## src/rtl/sap1_acc_if.sv

```systemverilog
// sap1_acc_if: control-word, W-bus and adder signals of the SAP-1 accumulator stage
interface sap1_acc_if #(parameter int WIDTH = 8);
  logic [WIDTH-1:0] bus_in;
  logic             la;
  logic             lb;
  logic             ea;
  logic             eu;
  logic             add_req;
  logic             add_wb;
  logic [WIDTH-1:0] x_out;
  logic [WIDTH-1:0] y_out;
  logic [WIDTH-1:0] sum_in;
  logic             co_in;
  logic             busy;
  logic             add_done;
  logic [WIDTH-1:0] bus_out;
  logic             bus_oe;
  logic             carry_flag;
  logic             zero_flag;
  modport master (
    output bus_in, la, lb, ea, eu, add_req, add_wb, sum_in, co_in,
    input  x_out, y_out, busy, add_done, bus_out, bus_oe, carry_flag, zero_flag
  );
  modport slave (
    input  bus_in, la, lb, ea, eu, add_req, add_wb, sum_in, co_in,
    output x_out, y_out, busy, add_done, bus_out, bus_oe, carry_flag, zero_flag
  );
endinterface

```

## src/rtl/sap1_acc_stage.sv

```systemverilog
// sap1_acc_stage: A/B/R registers around the ripple adder with a multi-cycle settle sequencer; SAP1_ACC_FLAGS_EN adds carry/zero flags
module sap1_acc_stage #(
  parameter int WIDTH         = 8,
  parameter int SETTLE_CYCLES = 2
) (
  input logic         clk,
  input logic         rst,
  sap1_acc_if.slave   io
);
  typedef enum logic {IDLE, SETTLE} state_t;
  state_t           state_q, state_d;
  logic [3:0]       cnt_q, cnt_d;
  logic [WIDTH-1:0] a_q, a_d, b_q, b_d, r_q, r_d;
  logic             wb_q, wb_d, done_q, done_d;
  logic             capture;
  assign capture = (state_q == SETTLE) && (cnt_q == 4'd0);
  // next state: loads and starts only in IDLE, capture when the settle count expires
  always_comb begin
    state_d = state_q;
    cnt_d   = cnt_q;
    a_d     = a_q;
    b_d     = b_q;
    r_d     = r_q;
    wb_d    = wb_q;
    done_d  = 1'b0;
    if (state_q == IDLE) begin
      a_d = io.la ? io.bus_in : a_q;
      b_d = io.lb ? io.bus_in : b_q;
      if (io.add_req) begin
        state_d = SETTLE;
        cnt_d   = 4'(SETTLE_CYCLES - 1);
        wb_d    = io.add_wb;
      end
    end else if (capture) begin
      r_d     = io.sum_in;
      a_d     = wb_q ? io.sum_in : a_q;
      done_d  = 1'b1;
      state_d = IDLE;
    end else begin
      cnt_d = cnt_q - 4'd1;
    end
  end
  // state registers; reset aborts any addition in flight
  always_ff @(posedge clk) begin
    if (rst) begin
      state_q <= IDLE;
      cnt_q   <= '0;
      a_q     <= '0;
      b_q     <= '0;
      r_q     <= '0;
      wb_q    <= 1'b0;
      done_q  <= 1'b0;
    end else begin
      state_q <= state_d;
      cnt_q   <= cnt_d;
      a_q     <= a_d;
      b_q     <= b_d;
      r_q     <= r_d;
      wb_q    <= wb_d;
      done_q  <= done_d;
    end
  end
`ifdef SAP1_ACC_FLAGS_EN
  logic carry_q, carry_d, zero_q, zero_d;
  // flags follow the adder only at capture and hold otherwise
  always_comb begin
    carry_d = capture ? io.co_in : carry_q;
    zero_d  = capture ? (io.sum_in == '0) : zero_q;
  end
  // flag registers
  always_ff @(posedge clk) begin
    if (rst) begin
      carry_q <= 1'b0;
      zero_q  <= 1'b0;
    end else begin
      carry_q <= carry_d;
      zero_q  <= zero_d;
    end
  end
  assign io.carry_flag = carry_q;
  assign io.zero_flag  = zero_q;
`else
  assign io.carry_flag = 1'b0;
  assign io.zero_flag  = 1'b0;
`endif
  assign io.x_out    = a_q;
  assign io.y_out    = b_q;
  assign io.busy     = (state_q == SETTLE);
  assign io.add_done = done_q;
  assign io.bus_oe   = io.ea | io.eu;
  assign io.bus_out  = io.eu ? r_q : io.ea ? a_q : '0;
endmodule

```

## src/flat_wrapper.sv

```systemverilog
// flat-port wrapper written by rule: the top's interface ports become plain ports
module sap1_acc_stage_flat 
#(
  parameter int WIDTH         = 8,
  parameter int SETTLE_CYCLES = 2
)
  (clk, rst, io_bus_in, io_la, io_lb, io_ea, io_eu, io_add_req, io_add_wb, io_sum_in, io_co_in, io_x_out, io_y_out, io_busy, io_add_done, io_bus_out, io_bus_oe, io_carry_flag, io_zero_flag);
  sap1_acc_if #(.WIDTH(WIDTH)) io_i ();
  input logic clk;
  input logic rst;
  input wire logic [$bits(io_i.bus_in)-1:0] io_bus_in;
  input wire logic [$bits(io_i.la)-1:0] io_la;
  input wire logic [$bits(io_i.lb)-1:0] io_lb;
  input wire logic [$bits(io_i.ea)-1:0] io_ea;
  input wire logic [$bits(io_i.eu)-1:0] io_eu;
  input wire logic [$bits(io_i.add_req)-1:0] io_add_req;
  input wire logic [$bits(io_i.add_wb)-1:0] io_add_wb;
  input wire logic [$bits(io_i.sum_in)-1:0] io_sum_in;
  input wire logic [$bits(io_i.co_in)-1:0] io_co_in;
  output wire logic [$bits(io_i.x_out)-1:0] io_x_out;
  output wire logic [$bits(io_i.y_out)-1:0] io_y_out;
  output wire logic [$bits(io_i.busy)-1:0] io_busy;
  output wire logic [$bits(io_i.add_done)-1:0] io_add_done;
  output wire logic [$bits(io_i.bus_out)-1:0] io_bus_out;
  output wire logic [$bits(io_i.bus_oe)-1:0] io_bus_oe;
  output wire logic [$bits(io_i.carry_flag)-1:0] io_carry_flag;
  output wire logic [$bits(io_i.zero_flag)-1:0] io_zero_flag;
  assign io_i.bus_in = io_bus_in;
  assign io_i.la = io_la;
  assign io_i.lb = io_lb;
  assign io_i.ea = io_ea;
  assign io_i.eu = io_eu;
  assign io_i.add_req = io_add_req;
  assign io_i.add_wb = io_add_wb;
  assign io_i.sum_in = io_sum_in;
  assign io_i.co_in = io_co_in;
  assign io_x_out = io_i.x_out;
  assign io_y_out = io_i.y_out;
  assign io_busy = io_i.busy;
  assign io_add_done = io_i.add_done;
  assign io_bus_out = io_i.bus_out;
  assign io_bus_oe = io_i.bus_oe;
  assign io_carry_flag = io_i.carry_flag;
  assign io_zero_flag = io_i.zero_flag;
  sap1_acc_stage #(.WIDTH(WIDTH), .SETTLE_CYCLES(SETTLE_CYCLES)) u_core (.clk(clk), .rst(rst), .io(io_i));
endmodule
```

## config.mk

```make
export PLATFORM = sky130hd
export DESIGN_NAME = sap1_acc_stage_flat
export DESIGN_NICKNAME = d
export VERILOG_FILES = /design/src/rtl/sap1_acc_if.sv /design/src/rtl/sap1_acc_stage.sv /design/src/flat_wrapper.sv
export SDC_FILE = /design/constraint.sdc
export NUM_CORES = 1
export LEC_CHECK = 0
export ABC_AREA = 1
export CAP_MARGIN = 20
export CORE_MARGIN = 4
export CORE_UTILIZATION = 44
export DETAILED_ROUTE_END_ITERATION = 8
export PLACE_DENSITY = 0.9
export SLEW_MARGIN = 20
export SYNTH_ARGS = -nofsm -noshare
export SYNTH_HDL_FRONTEND = slang
export SYNTH_SLANG_ARGS = --single-unit
```

## constraint.sdc

```tcl
create_clock -name clk -period 1.62 [get_ports clk]
set_input_delay 0.162 -clock clk [delete_from_list [all_inputs] [get_ports clk]]
set_output_delay 0.162 -clock clk [all_outputs]
set_load 0.01 [all_outputs]
```

## Word level (Yosys, flattened, before mapping)

Index checks and enable logic that the tools add are counted.

- Output and inout port bits: 29
- Register bits after elaboration: 31
- Bits of input ports: 25
- Logic and storage cells: 36

- Muxes and demuxes: 13
- Eq/ne operators: 3
- Reductions and logical operators: 10
- $add $sub $neg: 1
- Bitwise gates (word level): 2

Operator list:

| cell | number |
|---|---|
| two-way mux 8 bit | 6 |
| two-way mux 4 bit | 3 |
| AND reduction 2 bit | 4 |
| != test 2 bit, second input constant | 3 |
| logical NOT 4 bit | 1 |
| two-way mux 1 bit | 4 |
| nonzero test 2 bit | 2 |
| subtractor 4 x 1 -> 4 bit, second input constant | 1 |
| AND reduction 3 bit | 1 |
| OR reduction 2 bit | 1 |
| logical AND 1 bit | 1 |
| NOT 1 bit | 1 |
| OR 1 bit | 1 |

## Logic depth before layout (Yosys ltp)

- Word-level depth: 4
- Mapped depth: 8
- Depth with buffers taken out: 7

## Least setup slack after synthesis

OpenSTA, ideal clock, no wires.

- Kind: reg-to-reg
- Start point: register u_core.cnt_q[0]
- End point: register u_core.a_q[0] (netlist: u_core.io.x_out[0])
- Cell stages (with the launch flop): 8
- Library setup time: 115 ps
- Arrival time: 1165 ps
- Path slack: 340 ps
- Path buffers: 2
- Period minus slack after synthesis: 1280 ps
- Required time: 1505 ps
- Cells stage by stage: dfxtp_1 > inv_1 > ha_1 > buf_2 > nand4_4 > buf_6 > a21oi_1 > nor2_1

- Longest elaborated chain between the ends: 4

RTL lines:

| item | line | RTL |
|---|---|---|
| start, declared | sap1_acc_stage.sv:12 | `logic [3:0] cnt_q, cnt_d;` |
| start signal, assigned | sap1_acc_stage.sv:55 | `cnt_q <= cnt_d;` |
| logical NOT 4 bit | sap1_acc_stage.sv:16 | `assign capture = (state_q == SETTLE) && (cnt_q == 4'd0);` |
| logical AND 1 bit | sap1_acc_stage.sv:16 |  |
| != test 2 bit (no line) | - |  |
| AND reduction 3 bit (no line) | - |  |
| end signal, assigned | sap1_acc_stage.sv:48 | `a_q <= '0;` |
| end signal, assigned | sap1_acc_stage.sv:56 | `a_q <= a_d;` |
| end, declared | sap1_acc_stage.sv:13 | `logic [WIDTH-1:0] a_q, a_d, b_q, b_d, r_q, r_d;` |

Every way passes these cells.
A chain may end at the register's enable or synchronous reset.

## Worst setup path after layout

- Start point: register u_core.cnt_q[0]
- End point: register u_core.a_q[6] (netlist: u_core.io.x_out[6])

Same word-level chain as after synthesis.

==> metrics <==
status complete, no violations; I/O Pins 54; sequential share of the synthesized area 40.7%; Worst-path clk slew 0.10 ns; number of diodes 0; Synth Register Bits 31; Die Ht 66.9 um; P_leak 0.981 nW; Placement Rows 21; Hold Violations, Final 0; initial antenna violation count 0; Final nets 295; Hold Crit Class input port to flop; maximum VDD drop 0.428 mV; H-Tree Depth 2; CTS Hold Buffers Added 0; NetSw 0.000553 W; core region area 3340 um2; crit path kind flop to flop; dpl cells 308; root buffer cell clkbuf_4; vias per inst 4.79; Syn Std Cell Area 1520 um2; filler instances 332; CTS Sinks 31; Layout area overhead 38.3%; Clock Skews 0.00634 ns; Net Sw Frac 28.2%; Final Setup Violations 0; most frequent cells in the layout nand2_1, clkdlybuf4s50_1, dfxtp_1; most common cell after layout, fill and taps aside nand2_1; Synth top area share 40.7%; first-pass GRT wire length 6130 um; CP endpoint kind flop; max cap viols 0; post-CTS sizing 12; post-synth top area cell dfxtp_1; Reg power frac 44.4%; wire per inst 11.8 um; Layout Cell Area excl Fill 2110 um2; total track usage 18.5%; worst skew pair latency 0.34 ns; DRT Wirelength 3730 um; fin crit share 94.1%; CP required 1.87 ns; pin count of the biggest net entering global routing 17; Starting Density 45.7%; die area 4470 um2; Post-CTS Repair Setup Buffers 0; CP arrival 1.77 ns; ANT nets after route 0; post-synthesis cell type count 24; Cell Area, Placed 2030 um2; CTS tree yes; post-route minimum period 1.53 ns; syn avg cell area 6.99 um2; Starting DRT DRC Count 55; vias in the first global route 1364; critical path peak fanout 16; Clock Tree Buf Depth 2; # DRC 0; synth top area cells dfxtp_1, nand2_1, nand3_1; Final Max Tran Viols 0; Die Span X 66.9 um; Int Pwr 0.00141 W; CTS Buf Count 5; non-filler cells, final 316; RSZ-0062 raised after global routing no; Clock power frac 33.0%; Syn Inst Count 218; power share of the combinational group 22.6%; global placer's final weighted congestion 0.781; Initial DRT Pass Iterations 4; total congestion overflow 0; highest clock rate 656 MHz; Synth Warn # 0; detailed-route via count 1514; DP HPWL 2900 um; Total Power 0.00196 W; CP Launch Type flop; PwrDens 930 nW/um2; share of cells above drive strength 1 10.0%; IO buf count 50
[synthesized netlist by cell type]
| cell | number |
|---|---|
| buf_2 | 3 |
| inv_1 | 24 |
| conb_1 | 1 |
| nand3_1 | 26 |
| nand2_1 | 47 |
| a21oi_1 | 12 |
| clkinv_1 | 1 |
| inv_2 | 2 |
| a21oi_2 | 1 |
| o21ai_0 | 20 |
| nand3_2 | 3 |
| buf_6 | 2 |
| nor2_4 | 1 |
| clkbuf_8 | 1 |
| nor2_1 | 27 |
| ha_1 | 1 |
| clkbuf_1 | 1 |
| a211oi_1 | 3 |
| nand4_1 | 1 |
| nand2_2 | 3 |
| or2_2 | 1 |
| buf_4 | 5 |
| dfxtp_1 | 31 |
| nand4_4 | 1 |
[worst max-delay path, cell delays in order (launching register included)]
cell and delay (ns):
dfxtp_1 0.31, inv_1 0.12, ha_1 0.39, nand4_4 0.29, a21oi_1 0.25, nor2_1 0.06
[metrics by stage]
step / setup WS [ns] / utilization, % / TNS (ns) / hold slack (ns)
finish: 0.0948 / 63.1 / 0 / 0.394
detailed placement: -0.179 / 60.9 / -0.618 / 0.442
floorplan: 0.340 / - / 0 / 0.231
global route: 0.00372 / 63.1 / 0 / 0.388
CTS: 0.0961 / 63.1 / 0 / 0.387
global placement: -0.137 / 60.9 / -0.375 / 0.438
[sequential cells by signal (all words and copies together) (netlist names)]
name,count
u_core.cnt_q,4
u_core.io.add_done,1
u_core.io.busy,1
u_core.io.x_out,8
u_core.io.y_out,8
u_core.r_q,8
u_core.wb_q,1
[power groups by stage]
stage	sequential, W	combinational, W	clock, W
after floorplan	0.000897	0.000237	0
after global placement	0.000884	0.000443	0
after detailed placement	0.000886	0.000456	0
after CTS	0.000870	0.000447	0.000657
after global routing	0.000878	0.000498	0.000686
final	0.000870	0.000443	0.000646
[metal layers]
metal	up-vias	global-route usage [%]	share of wire, %
li1	791	-	-
met1	655	22.5	45
met2	61	29.0	45
met3	7	7.08	7.9
met4	0	7.85	2.0
met5	-	0	0
[worst paths after layout]
kind | start | end | slack, ns | cells past startpoint
setup / recovery | u_core.cnt_q[0] | u_core.io.x_out[6] | 0.09 | 5
hold / removal | io_sum_in[6] | u_core.r_q[6] | 0.39 | 3
setup reg to reg | u_core.cnt_q[0] | u_core.io.x_out[6] | 0.09 | 5
hold reg to reg | u_core.r_q[1] | u_core.r_q[1] | 0.45 | 2
[logic make-up after synthesis]
logic type / after synthesis / synth area share [%]
fa+ha+maj: 1 / 0.821
flops: 31 / 40.7
buf+inv: 39 / 12.7
other cells: 1 / 0.246
simple gates: 110 / 32.9
compound gates: 36 / 12.6
[area by class of cell]
class / count / area (um2) / share of cell area, %
Multi-Input combinational cell: 149 / 713 / 33.8
Sequential cell: 31 / 622 / 29.5
Timing Repair Buffer: 55 / 526 / 24.9
Inverter: 27 / 103 / 4.87
Tap cell: 46 / 57.6 / 2.73
Clock buffer: 6 / 51.3 / 2.43
Clock inverter: 2 / 35.0 / 1.66
No activity file was read; power rests on OpenSTA's default activity.
